<file path="config.mk">
export PLATFORM = sky130hd
export DESIGN_NAME = mem_port_arbiter_flat
export DESIGN_NICKNAME = d
export VERILOG_FILES = /design/src/rtl/mem_port_arbiter_if.sv /design/src/rtl/mem_port_arbiter.sv /design/src/flat_wrapper.sv
export SDC_FILE = /design/constraint.sdc
export NUM_CORES = 1
export LEC_CHECK = 0
export BUFFER_PORTS_ARGS = -buffer_cell sky130_fd_sc_hd__clkbuf_2
export CAP_MARGIN = 20
export CELL_PAD_IN_SITES_DETAIL_PLACEMENT = 0
export CELL_PAD_IN_SITES_GLOBAL_PLACEMENT = 1
export CORE_MARGIN = 8
export CORE_UTILIZATION = 41
export CTS_BUF_LIST = sky130_fd_sc_hd__clkbuf_4 sky130_fd_sc_hd__clkbuf_8 sky130_fd_sc_hd__clkbuf_16
export DETAILED_ROUTE_END_ITERATION = 12
export PLACE_DENSITY_LB_ADDON = 0.1
export SYNTH_ARGS = -nofsm -noshare
export SYNTH_HDL_FRONTEND = slang
export SYNTH_SLANG_ARGS = --single-unit
</file>
<file path="constraint.sdc">
create_clock -name clk -period 3.76 [get_ports clk]
set_input_delay 0.188 -clock clk [delete_from_list [all_inputs] [get_ports clk]]
set_output_delay 0.188 -clock clk [all_outputs]
set_load 0.01 [all_outputs]
</file>
<file path="src/rtl/mem_port_arbiter_if.sv">
// Bus interfaces for mem_port_arbiter: the pulse-based CPU memory protocol seen by each
// master, and the single shared memory port driven by the arbiter.
interface mem_port_arbiter_if #(
    parameter int unsigned ADDR_W = 32,
    parameter int unsigned DATA_W = 32
);
    logic              read_req;
    logic [ADDR_W-1:0] read_addr;
    logic [DATA_W-1:0] read_data;
    logic              read_data_valid;
    logic              write_req;
    logic [ADDR_W-1:0] write_addr;
    logic [DATA_W-1:0] write_data;
    logic [3:0]        memory_mask;

    modport master (
        output read_req, read_addr, write_req, write_addr, write_data, memory_mask,
        input  read_data, read_data_valid
    );

    modport slave (
        input  read_req, read_addr, write_req, write_addr, write_data, memory_mask,
        output read_data, read_data_valid
    );
endinterface

interface mem_port_arbiter_mem_if #(
    parameter int unsigned ADDR_W = 32,
    parameter int unsigned DATA_W = 32
);
    logic              read_req;
    logic              write_req;
    logic [ADDR_W-1:0] addr;
    logic [DATA_W-1:0] write_data;
    logic [3:0]        memory_mask;
    logic [DATA_W-1:0] read_data;
    logic              read_data_valid;

    modport master (
        output read_req, write_req, addr, write_data, memory_mask,
        input  read_data, read_data_valid
    );

    modport slave (
        input  read_req, write_req, addr, write_data, memory_mask,
        output read_data, read_data_valid
    );
endinterface

</file>
<file path="src/rtl/mem_port_arbiter.sv">
// Two-master round-robin arbiter for one memory port with per-master 2-entry queues and a
// single outstanding read. Optional read timeout: define MEM_ARB_TIMEOUT_EN.
module mem_port_arbiter #(
    parameter int unsigned ADDR_W         = 32,
    parameter int unsigned DATA_W         = 32,
    parameter int unsigned TIMEOUT_CYCLES = 255
) (
    input  logic                   clk,
    input  logic                   reset,
    mem_port_arbiter_if.slave      m0,
    mem_port_arbiter_if.slave      m1,
    mem_port_arbiter_mem_if.master mem,
    output logic [1:0]             overflow_err,
    output logic                   timeout_err
);
    localparam int unsigned NM    = 2;
    localparam int unsigned QD    = 2;
    localparam int unsigned CNT_W = 2;
    localparam logic [CNT_W-1:0] Q_FULL       = CNT_W'(QD);
    localparam logic [DATA_W-1:0] TIMEOUT_DATA = DATA_W'(32'hDEADBEEF);

    typedef enum logic {S_IDLE, S_RD_WAIT} state_t;

    typedef struct packed {
        logic              is_wr;
        logic [ADDR_W-1:0] addr;
        logic [DATA_W-1:0] wdata;
        logic [3:0]        mask;
    } entry_t;

    state_t            state, state_n;
    entry_t            q     [NM][QD];
    entry_t            q_n   [NM][QD];
    logic [CNT_W-1:0]  cnt   [NM];
    logic [CNT_W-1:0]  cnt_n [NM];
    logic [NM-1:0]     rd_pend, rd_pend_n;
    logic [NM-1:0]     ovf_set;
    logic [NM-1:0]     nonempty;
    logic              rr, rr_n;
    logic              owner, owner_n;
    logic              grant_vld, grant_sel, rd_done, tmo_hit;
    entry_t            head;

    logic              mem_rd_req_q, mem_rd_req_n;
    logic              mem_wr_req_q, mem_wr_req_n;
    logic [ADDR_W-1:0] mem_addr_q, mem_addr_n;
    logic [DATA_W-1:0] mem_wdata_q, mem_wdata_n;
    logic [3:0]        mem_mask_q, mem_mask_n;
    logic [DATA_W-1:0] rdata_q [NM];
    logic [DATA_W-1:0] rdata_n [NM];
    logic [NM-1:0]     rvalid_q, rvalid_n;
    logic              tmo_err_q, tmo_err_n;

    // Master-side inputs flattened into arrays so queue logic is written once
    logic [NM-1:0]     rd_req_in, wr_req_in;
    logic [ADDR_W-1:0] rd_addr_in [NM];
    logic [ADDR_W-1:0] wr_addr_in [NM];
    logic [DATA_W-1:0] wr_data_in [NM];
    logic [3:0]        mask_in    [NM];

    assign rd_req_in     = {m1.read_req, m0.read_req};
    assign wr_req_in     = {m1.write_req, m0.write_req};
    assign rd_addr_in[0] = m0.read_addr;
    assign rd_addr_in[1] = m1.read_addr;
    assign wr_addr_in[0] = m0.write_addr;
    assign wr_addr_in[1] = m1.write_addr;
    assign wr_data_in[0] = m0.write_data;
    assign wr_data_in[1] = m1.write_data;
    assign mask_in[0]    = m0.memory_mask;
    assign mask_in[1]    = m1.memory_mask;

    assign nonempty[0] = (cnt[0] != '0);
    assign nonempty[1] = (cnt[1] != '0);
    // rr names the favoured master; it only matters when both queues hold work
    assign grant_sel   = (&nonempty) ? rr : nonempty[1];
    assign grant_vld   = (state == S_IDLE) && (|nonempty);
    assign head        = q[grant_sel][0];
    assign rd_done     = (state == S_RD_WAIT) && (mem.read_data_valid || tmo_hit);

`ifdef MEM_ARB_TIMEOUT_EN
    localparam int unsigned TMO_W = ($clog2(TIMEOUT_CYCLES + 1) > 8) ?
                                    $clog2(TIMEOUT_CYCLES + 1) : 8;
    localparam logic [TMO_W-1:0] TMO_LAST = TMO_W'(TIMEOUT_CYCLES - 1);
    logic [TMO_W-1:0] tmo_cnt;

    assign tmo_hit = (state == S_RD_WAIT) && !mem.read_data_valid && (tmo_cnt == TMO_LAST);

    always_ff @(posedge clk) begin : tmo_counter
        if (reset || state != S_RD_WAIT) tmo_cnt <= '0;
        else                             tmo_cnt <= tmo_cnt + 1'b1;
    end
`else
    assign tmo_hit = 1'b0;
`endif

    always_ff @(posedge clk) begin : state_reg
        if (reset) state <= S_IDLE;
        else       state <= state_n;
    end

    always_comb begin : next_state_c
        state_n = state;
        case (state)
            S_IDLE:    if (grant_vld && !head.is_wr) state_n = S_RD_WAIT;
            S_RD_WAIT: if (rd_done)                  state_n = S_IDLE;
            default:   state_n = S_IDLE;
        endcase
    end

    always_comb begin : output_c
        mem_rd_req_n = 1'b0;
        mem_wr_req_n = 1'b0;
        mem_addr_n   = mem_addr_q;
        mem_wdata_n  = mem_wdata_q;
        mem_mask_n   = mem_mask_q;
        rdata_n      = rdata_q;
        rvalid_n     = '0;
        owner_n      = owner;
        rr_n         = rr;
        tmo_err_n    = tmo_err_q;
        case (state)
            S_IDLE: begin
                if (grant_vld) begin
                    mem_addr_n = head.addr;
                    mem_mask_n = head.mask;
                    rr_n       = ~grant_sel;
                    if (head.is_wr) begin
                        mem_wr_req_n = 1'b1;
                        mem_wdata_n  = head.wdata;
                    end else begin
                        mem_rd_req_n = 1'b1;
                        owner_n      = grant_sel;
                    end
                end
            end
            S_RD_WAIT: begin
                if (rd_done) begin
                    rvalid_n[owner] = 1'b1;
                    rdata_n[owner]  = mem.read_data_valid ? mem.read_data : TIMEOUT_DATA;
                    if (tmo_hit) tmo_err_n = 1'b1;
                end else begin
                    mem_rd_req_n = 1'b1;
                end
            end
            default: ;
        endcase
    end

    // Pop frees a slot before this edge's pushes; write is pushed ahead of a same-edge read
    always_comb begin : queue_c
        q_n       = q;
        cnt_n     = cnt;
        rd_pend_n = rd_pend;
        ovf_set   = '0;
        for (int i = 0; i < NM; i++) begin
            if (grant_vld && grant_sel == 1'(i)) begin
                q_n[i][0] = q[i][1];
                cnt_n[i]  = cnt[i] - 1'b1;
            end
            if (rd_done && owner == 1'(i)) rd_pend_n[i] = 1'b0;
            if (wr_req_in[i]) begin
                if (cnt_n[i] < Q_FULL) begin
                    q_n[i][cnt_n[i][0]] = '{is_wr: 1'b1, addr: wr_addr_in[i],
                                            wdata: wr_data_in[i], mask: mask_in[i]};
                    cnt_n[i] = cnt_n[i] + 1'b1;
                end else begin
                    ovf_set[i] = 1'b1;
                end
            end
            if (rd_req_in[i] && !rd_pend[i]) begin
                if (cnt_n[i] < Q_FULL) begin
                    q_n[i][cnt_n[i][0]] = '{is_wr: 1'b0, addr: rd_addr_in[i],
                                            wdata: '0, mask: mask_in[i]};
                    cnt_n[i]     = cnt_n[i] + 1'b1;
                    rd_pend_n[i] = 1'b1;
                end else begin
                    ovf_set[i] = 1'b1;
                end
            end
        end
    end

    always_ff @(posedge clk) begin : data_regs
        if (reset) begin
            for (int i = 0; i < NM; i++) begin
                q[i][0]    <= '0;
                q[i][1]    <= '0;
                cnt[i]     <= '0;
                rdata_q[i] <= '0;
            end
            rd_pend      <= '0;
            rr           <= 1'b0;
            owner        <= 1'b0;
            mem_rd_req_q <= 1'b0;
            mem_wr_req_q <= 1'b0;
            mem_addr_q   <= '0;
            mem_wdata_q  <= '0;
            mem_mask_q   <= '0;
            rvalid_q     <= '0;
            overflow_err <= '0;
            tmo_err_q    <= 1'b0;
        end else begin
            q            <= q_n;
            cnt          <= cnt_n;
            rdata_q      <= rdata_n;
            rd_pend      <= rd_pend_n;
            rr           <= rr_n;
            owner        <= owner_n;
            mem_rd_req_q <= mem_rd_req_n;
            mem_wr_req_q <= mem_wr_req_n;
            mem_addr_q   <= mem_addr_n;
            mem_wdata_q  <= mem_wdata_n;
            mem_mask_q   <= mem_mask_n;
            rvalid_q     <= rvalid_n;
            overflow_err <= overflow_err | ovf_set;
            tmo_err_q    <= tmo_err_n;
        end
    end

    assign mem.read_req        = mem_rd_req_q;
    assign mem.write_req       = mem_wr_req_q;
    assign mem.addr            = mem_addr_q;
    assign mem.write_data      = mem_wdata_q;
    assign mem.memory_mask     = mem_mask_q;
    assign m0.read_data        = rdata_q[0];
    assign m1.read_data        = rdata_q[1];
    assign m0.read_data_valid  = rvalid_q[0];
    assign m1.read_data_valid  = rvalid_q[1];
    assign timeout_err         = tmo_err_q;

endmodule
</file>
<file path="src/flat_wrapper.sv">
// flat-port wrapper written by rule: the top's interface ports become plain ports
module mem_port_arbiter_flat 
#(
    parameter int unsigned ADDR_W         = 32,
    parameter int unsigned DATA_W         = 32,
    parameter int unsigned TIMEOUT_CYCLES = 255
)
  (clk, reset, overflow_err, timeout_err, m0_read_req, m0_read_addr, m0_write_req, m0_write_addr, m0_write_data, m0_memory_mask, m0_read_data, m0_read_data_valid, m1_read_req, m1_read_addr, m1_write_req, m1_write_addr, m1_write_data, m1_memory_mask, m1_read_data, m1_read_data_valid, mem_read_req, mem_write_req, mem_addr, mem_write_data, mem_memory_mask, mem_read_data, mem_read_data_valid);
  mem_port_arbiter_if #(.ADDR_W(ADDR_W), .DATA_W(DATA_W)) m0_i ();
  mem_port_arbiter_if #(.ADDR_W(ADDR_W), .DATA_W(DATA_W)) m1_i ();
  mem_port_arbiter_mem_if #(.ADDR_W(ADDR_W), .DATA_W(DATA_W)) mem_i ();
  input  logic clk;
  input  logic reset;
  output logic [1:0] overflow_err;
  output logic timeout_err;
  input wire logic [$bits(m0_i.read_req)-1:0] m0_read_req;
  input wire logic [$bits(m0_i.read_addr)-1:0] m0_read_addr;
  input wire logic [$bits(m0_i.write_req)-1:0] m0_write_req;
  input wire logic [$bits(m0_i.write_addr)-1:0] m0_write_addr;
  input wire logic [$bits(m0_i.write_data)-1:0] m0_write_data;
  input wire logic [$bits(m0_i.memory_mask)-1:0] m0_memory_mask;
  output wire logic [$bits(m0_i.read_data)-1:0] m0_read_data;
  output wire logic [$bits(m0_i.read_data_valid)-1:0] m0_read_data_valid;
  input wire logic [$bits(m1_i.read_req)-1:0] m1_read_req;
  input wire logic [$bits(m1_i.read_addr)-1:0] m1_read_addr;
  input wire logic [$bits(m1_i.write_req)-1:0] m1_write_req;
  input wire logic [$bits(m1_i.write_addr)-1:0] m1_write_addr;
  input wire logic [$bits(m1_i.write_data)-1:0] m1_write_data;
  input wire logic [$bits(m1_i.memory_mask)-1:0] m1_memory_mask;
  output wire logic [$bits(m1_i.read_data)-1:0] m1_read_data;
  output wire logic [$bits(m1_i.read_data_valid)-1:0] m1_read_data_valid;
  output wire logic [$bits(mem_i.read_req)-1:0] mem_read_req;
  output wire logic [$bits(mem_i.write_req)-1:0] mem_write_req;
  output wire logic [$bits(mem_i.addr)-1:0] mem_addr;
  output wire logic [$bits(mem_i.write_data)-1:0] mem_write_data;
  output wire logic [$bits(mem_i.memory_mask)-1:0] mem_memory_mask;
  input wire logic [$bits(mem_i.read_data)-1:0] mem_read_data;
  input wire logic [$bits(mem_i.read_data_valid)-1:0] mem_read_data_valid;
  assign m0_i.read_req = m0_read_req;
  assign m0_i.read_addr = m0_read_addr;
  assign m0_i.write_req = m0_write_req;
  assign m0_i.write_addr = m0_write_addr;
  assign m0_i.write_data = m0_write_data;
  assign m0_i.memory_mask = m0_memory_mask;
  assign m0_read_data = m0_i.read_data;
  assign m0_read_data_valid = m0_i.read_data_valid;
  assign m1_i.read_req = m1_read_req;
  assign m1_i.read_addr = m1_read_addr;
  assign m1_i.write_req = m1_write_req;
  assign m1_i.write_addr = m1_write_addr;
  assign m1_i.write_data = m1_write_data;
  assign m1_i.memory_mask = m1_memory_mask;
  assign m1_read_data = m1_i.read_data;
  assign m1_read_data_valid = m1_i.read_data_valid;
  assign mem_read_req = mem_i.read_req;
  assign mem_write_req = mem_i.write_req;
  assign mem_addr = mem_i.addr;
  assign mem_write_data = mem_i.write_data;
  assign mem_memory_mask = mem_i.memory_mask;
  assign mem_i.read_data = mem_read_data;
  assign mem_i.read_data_valid = mem_read_data_valid;
  mem_port_arbiter #(.ADDR_W(ADDR_W), .DATA_W(DATA_W), .TIMEOUT_CYCLES(TIMEOUT_CYCLES)) u_core (.clk(clk), .reset(reset), .m0(m0_i), .m1(m1_i), .mem(mem_i), .overflow_err(overflow_err), .timeout_err(timeout_err));
endmodule
</file>
==> impl_metrics.py, run 1 <==
metrics = {
    "synthesis": {
        "netlist_area_mm2": 0.0188,
        "syn_inst": 2203,
        "synthesis.nets": 2445,
        "async_flop_share": 0,
        "ys.flop_type": "dfxtp_1",
        "yosys_warnings": 0,
        "synth_edf_count": 0,
        "yosysMostFrequentCell": "dfxtp_1",
        "yosysTopAreaCellShare": 0.449,
        "syn_avg_cell_area_um2": 8.55,
        "synth_seq_cells": 422,
        "synthTopCellsByCount": "dfxtp_1, nand2_1, a21oi_1, mux2i_1, o21ai_0",
        "yosysUniqueCellTypes": 56,
        "synth_area_leaders": "dfxtp_1, mux2i_1, a21oi_1, nand2_1, a211oi_1",
        "netlist.top_cell.by_area": "dfxtp_1",
        "ys_seq_area_frac": 0.449,
    },
    "timing": {
        "tns_ns": 0,
        "relSlewSlack": 0.268,
        "slew_viol_final": 0,
        "setup_slack_ns": 0.268,
        "rsz0062_at_grt": "no",
        "period_share": 0.929,
        "hold_ws_ns": 0.0562,
        "setup_violations": 0,
        "hold_violations": 0,
        "fmax_mhz": 286,
        "post-route-min-period_ns": 3.49,
        "skew_ns": 0.0240,
        "worst_pin_slew_ns": 1.10,
    },
    "route": {
        "first_pass_iters": 7,
        "wl_per_cell_um": 22.2,
        "dr_total_vias": 19232,
        "antenna_left": 0,
        "wl_um": 73900,
        "vias_per_cell": 5.77,
        "drt-initial-drc-count": 1815,
        "drc": 0,
    },
    "floorplan": {
        "rows": 78,
        "io_pins": 378,
        "dieArea_mm2": 0.0530,
        "die_h_um": 230,
        "die_w_um": 230,
        "core-area_mm2": 0.0454,
        "start_util": 0.415,
    },
    "clocking": {
        "cts_sinks": 422,
        "path_clk_slew_ns": 0.06,
        "ctsRootBufferMaster": "clkbuf_16",
        "cts_max_level": 2,
        "tritoncts": "yes",
        "cts_made_buffers": 48,
        "cts_resized": 0,
        "ctsLongestPathBuffers": 3,
        "clk_latency_ns": 0.59,
    },
    "global_routing": {
        "grt_pass1_vias": 18961,
        "grt_antenna_before_repair": 5,
        "grt_use_total": 0.266,
        "grt_max_degree": 98,
        "grt_pass1_wl_um": 114000,
        "overflow": 0,
    },
    "placement": {
        "hpwl_um": 46400,
        "port_buffers": 376,
        "dp.cells": 3007,
        "dpl_cell_area_mm2": 0.0212,
        "gp_congestion": 0.831,
        "pre_cts_slack_ns": 0.316,
    },
    "run": {
        "maxCapViolations": 0,
    },
    "worst_setup_path": {
        "critical_path_class": "flop to flop",
        "slowest_stage": "o31ai_4",
        "endpoint_kind": "flop",
        "path_max_fanout": 32,
        "slowest_delay_ns": 0.78,
        "worstPathRequired_ns": 4.28,
        "startpoint_type": "flop",
        "path_cells": "inv_2 > ha_1 > and2_1 > o31ai_4 > nand3_1 > a211oi_4 > buf_4 > a32o_1",
        "cp.arrival_ns": 4.02,
    },
    "final_layout": {
        "fin_util": 0.554,
        "drive_above_1_share": 0.204,
        "design_area_mm2": 0.0251,
        "fillers": 4172,
        "finalNonFillerCells": 3332,
        "area_growth_pct": 33.5,
        "layout.nets": 2933,
    },
    "power_and_ir_drop": {
        "p_leak_nw": 10.0,
        "irDropWorstVdd_mv": 0.695,
        "pwr_density_cell_mw_per_mm2": 900,
        "finalPower_mw": 22.6,
    },
    "min_path": {
        "hp-class": "primary input to flop",
    },
    "run_status": {
        "status": "finished, final reports clean",
    },
}
## cell families after synthesis
group | after synthesis | share of synthesized area
compound gates | 742 | 0.251
simple gates | 591 | 0.135
flops | 422 | 0.449
buf+inv | 236 | 0.0523
mux | 204 | 0.109
xor+xnor | 4 | 0.00186
fa+ha+maj | 3 | 0.00199
other cells | 1 | 0.000199
## cell usage in the layout, fill, tap and decap left out, drive strengths merged, types with 3 or more instances in the layout
cell type    synthesis  layout
clkinv               0       8
a32o                34      34
diode                0       3
dfxtp              422     422
dlygate4sd3          0     234
nand3              105     105
or2                  3       3
inv                  8      10
nand2              302     302
buf                 71      57
nor2                87      87
a21oi              235     235
clkbuf             157     452
a31oi                7       7
a22o                32      32
o22ai                5       5
nand2b               7       7
mux2i              202     202
o21ai              197     197
a311oi              72      72
a211oi             138     138
nand4                7       7
ha                   3       3
nor3                70      70
o31ai                5       5
xnor2                4       4
## sequential cells by signal, summed over array words and instances, names as in the netlist, 4 cells and up
| name | cells |
|---|---|
| u_core.cnt | 4 |
| u_core.m0.read_data | 32 |
| u_core.m1.read_data | 32 |
| u_core.mem.addr | 32 |
| u_core.mem.memory_mask | 4 |
| u_core.mem.write_data | 32 |
| u_core.q | 276 |
## worst max-delay path, delay by kind of cell (launching register included)
family	cells	cell delay [ns]
AOI/OAI and AO/OA	3	1.25
adders and majority gates	1	0.36
buffers and inverters	2	0.62
DFF	1	0.54
and+or+nand+nor	2	0.62
## where the power goes
| part | internal [mW] | total [mW] | leakage [nW] | switching (mW) |
|---|---|---|---|---|
| Clock | 2.79 | 4.72 | 0.815 | 1.92 |
| Combinational | 4.11 | 10.6 | 5.76 | 6.51 |
| Sequential | 6.11 | 7.29 | 3.45 | 1.18 |
| Total | 13.0 | 22.6 | 10.0 | 9.62 |
## final timing paths
| kind | startpoint | end | slack, ns | depth (start not counted) |
|---|---|---|---|---|
| max reg2reg | u_core.cnt[0] | u_core.q[117] | 0.27 | 8 |
| min reg2reg | u_core.q[147] | u_core.q[147] | 0.45 | 2 |
| min | m0_read_req | u_core.rd_pend[0] | 0.06 | 4 |
| max | u_core.cnt[0] | u_core.q[117] | 0.27 | 8 |
## layer usage
layer / part of all wire / vias up / routed length (µm) / track usage
met4: 0.030 / 4 / 2210 / 0.0915
li1: - / 9034 / - / -
met1: 0.44 / 9229 / 32600 / 0.363
met3: 0.078 / 147 / 5730 / 0.0571
met2: 0.45 / 818 / 33300 / 0.411
met5: 0.00037 / - / 27 / 0
## final cells by class
type | instances | area [µm²] | share of cell area
diodes | 3 | 7.51 | 0.000299
clock buffers | 77 | 1540 | 0.0611
clock inverters | 11 | 65.1 | 0.00259
inverters | 8 | 30.0 | 0.00119
multi-input cells | 1545 | 9570 | 0.381
flip-flops and latches | 422 | 8450 | 0.336
well taps | 600 | 751 | 0.0299
repair buffers | 666 | 4730 | 0.188
## timing repair
action | 4_1_cts | 5_1_grt
setup endpoints to repair | 0 | 0
setup buffers | 0 | 0
hold endpoints to repair | 332 | 0
hold buffers | 234 | 0
Note: power is estimated with default switching activity, not from simulation.
==> run 2: changes to the inputs <==
--- a/config.mk
+++ b/config.mk
@@ -5,8 +5,7 @@
 export SDC_FILE = /design/constraint.sdc
 export NUM_CORES = 1
 export LEC_CHECK = 0
-export BUFFER_PORTS_ARGS = -buffer_cell sky130_fd_sc_hd__clkbuf_2
-export CAP_MARGIN = 20
+export BUFFER_PORTS_ARGS = -buffer_cell sky130_fd_sc_hd__buf_2
 export CELL_PAD_IN_SITES_DETAIL_PLACEMENT = 0
 export CELL_PAD_IN_SITES_GLOBAL_PLACEMENT = 1
 export CORE_MARGIN = 8
==> run 2 against run 1 <==
  * Core utilization up 0.052 points
  * Worst hold slack better by 0.0059 ns
  * Non-clock buffer count up 2
  * Via count up 0.94%
  * Sequential power about the same
  * Critical path type unchanged
==> impl_metrics.py, run 2 (synthesized netlist as in run 1, its figures left out) <==
metrics = {
    "run_status": {
        "status": "finished, final reports clean",
    },
    "worst_setup_path": {
        "reg2reg_slack_ns": 0.33,
        "endpoint_kind": "flop",
        "cp.arrival_ns": 3.90,
        "r2r_cells": 8,
        "critical_path_class": "flop to flop",
        "worstPathRequired_ns": 4.23,
        "regToRegStartpoint": "u_core.cnt[0]",
        "startpoint_type": "flop",
        "slowest_delay_ns": 0.75,
        "path_max_fanout": 18,
        "path_cells": "inv_2 > ha_1 > nor2_1 > o311ai_2 > nor2_2 > buf_4 > o21ai_0 > a32o_1",
        "slowest_stage": "nor2_2",
        "r2r-end": "u_core.q[130]",
    },
    "timing": {
        "slew_viol_final": 0,
        "rsz0062_at_grt": "no",
        "skew_ns": 0.0254,
        "relSlewSlack": 0.256,
        "tns_ns": 0,
        "hold_violations": 0,
        "post-route-min-period_ns": 3.43,
        "worst_pin_slew_ns": 1.12,
        "fmax_mhz": 292,
        "setup_violations": 0,
        "setup_slack_ns": 0.332,
        "period_share": 0.912,
    },
    "final_layout": {
        "area_growth_pct": 33.7,
        "layout.nets": 2934,
        "regMostFlops": "u_core.q",
        "final_cell_mix": "dfxtp_1, buf_2, nand2_1",
        "mostFrequentLayoutCell": "dfxtp_1",
        "design_area_mm2": 0.0252,
        "largest_register_ffs": 276,
        "drive_above_1_share": 0.203,
    },
    "power_and_ir_drop": {
        "pwr_density_cell_mw_per_mm2": 898,
        "p_int_mw": 13.0,
        "irDropWorstVdd_mv": 0.653,
        "p_leak_nw": 10.1,
        "combPwrFrac": 0.468,
        "switchingPower_mw": 9.56,
        "clockPowerShare": 0.211,
        "swShare": 0.423,
        "finalPower_mw": 22.6,
        "seq_power_share": 0.321,
    },
    "clocking": {
        "cts_sinks": 422,
        "tritoncts": "yes",
        "path_clk_slew_ns": 0.06,
        "cts_max_level": 2,
        "ctsLongestPathBuffers": 3,
        "post_cts_buffers": 0,
        "clk_latency_ns": 0.59,
        "cts_made_buffers": 47,
        "ctsRootBufferMaster": "clkbuf_16",
    },
    "floorplan": {
        "io_pins": 378,
        "rows": 78,
        "die_h_um": 230,
        "dieArea_mm2": 0.0530,
        "core-area_mm2": 0.0454,
        "die_w_um": 230,
        "start_util": 0.415,
    },
    "placement": {
        "gp_congestion": 0.838,
        "port_buffers": 376,
        "dpl_cell_area_mm2": 0.0212,
        "hpwl_um": 45900,
        "pre_cts_slack_ns": 0.386,
    },
    "global_routing": {
        "overflow": 0,
        "grt_antenna_before_repair": 6,
        "grt_use_total": 0.263,
        "grt_pass1_vias": 18547,
        "grt_max_degree": 98,
        "grt_pass1_wl_um": 112000,
    },
    "route": {
        "first_pass_iters": 5,
        "antenna_left": 0,
        "wl_um": 74200,
        "drt-initial-drc-count": 1743,
        "vias_per_cell": 5.83,
        "wl_per_cell_um": 22.3,
        "drc": 0,
        "dr_total_vias": 19413,
    },
    "min_path": {
        "min_path_cells": 2,
        "min_to": "u_core.mem.addr[30]",
        "hold_start": "reset",
        "hp-class": "primary input to flop",
    },
    "run": {
        "maxCapViolations": 0,
    },
}
-- run 2: per-layer routing --
metal,share of wire,GRT usage,up-vias
li1,-,-,9047
met1,0.44,0.359,9451
met2,0.46,0.415,799
met3,0.076,0.0541,112
met4,0.025,0.0784,4
met5,0.00030,0,-
-- run 2: worst max-delay path by stage --
stage               cells past startpoint            end  slack [ns]          start
floorplan                              11  u_core.q[130]        0.94  u_core.cnt[0]
global placement                        8  u_core.q[262]        0.54  u_core.cnt[0]
detailed placement                      8   u_core.q[78]        0.39  u_core.cnt[0]
CTS                                     8   u_core.q[99]        0.37  u_core.cnt[0]
global route                            8  u_core.q[234]        0.17  u_core.cnt[0]
finish                                  8  u_core.q[130]        0.33  u_core.cnt[0]
-- run 2: what timing repair did --
item                       CTS  global route
hold buffers               235             0
hold endpoints to repair   336             0
resized for setup            0             0
setup endpoints to repair    0             0
-- run 2: power by group through the flow --
stage          logic, mW  clock network (mW)  registers [mW]
6_report            10.6                4.76            7.26
5_1_grt             11.4                5.02            7.42
4_1_cts             10.5                4.85            7.22
3_5_place_dp        10.3                   0            7.29
3_3_place_gp        10.1                   0            7.27
2_1_floorplan       7.12                   0            6.99
-- run 2: critical path: cells and delay by family (launching register included) --
family	cells	cell delay (ns)
simple gates	2	1.07
flops	1	0.56
fa+ha+maj	1	0.36
buf+inv	2	0.59
compound gates	3	0.71
-- run 2: final cells by class --
cell class | instances | area (µm²)
fillers | 4112 | 20200
flip-flops and latches | 422 | 8450
multi-input cells | 1545 | 9570
repair buffers | 668 | 4750
diodes | 3 | 7.51
clock buffers | 75 | 1480
clock inverters | 9 | 133
inverters | 8 | 30.0
well taps | 600 | 751
-- run 2: stage by stage --
stage                util  hold WS, ns  std cells
finish              0.555       0.0621       3330
global route        0.555       0.0578       3330
CTS                 0.554       0.0238       3327
detailed placement  0.467        0.423       3008
global placement    0.467        0.424       3008
floorplan               -        0.313       2203
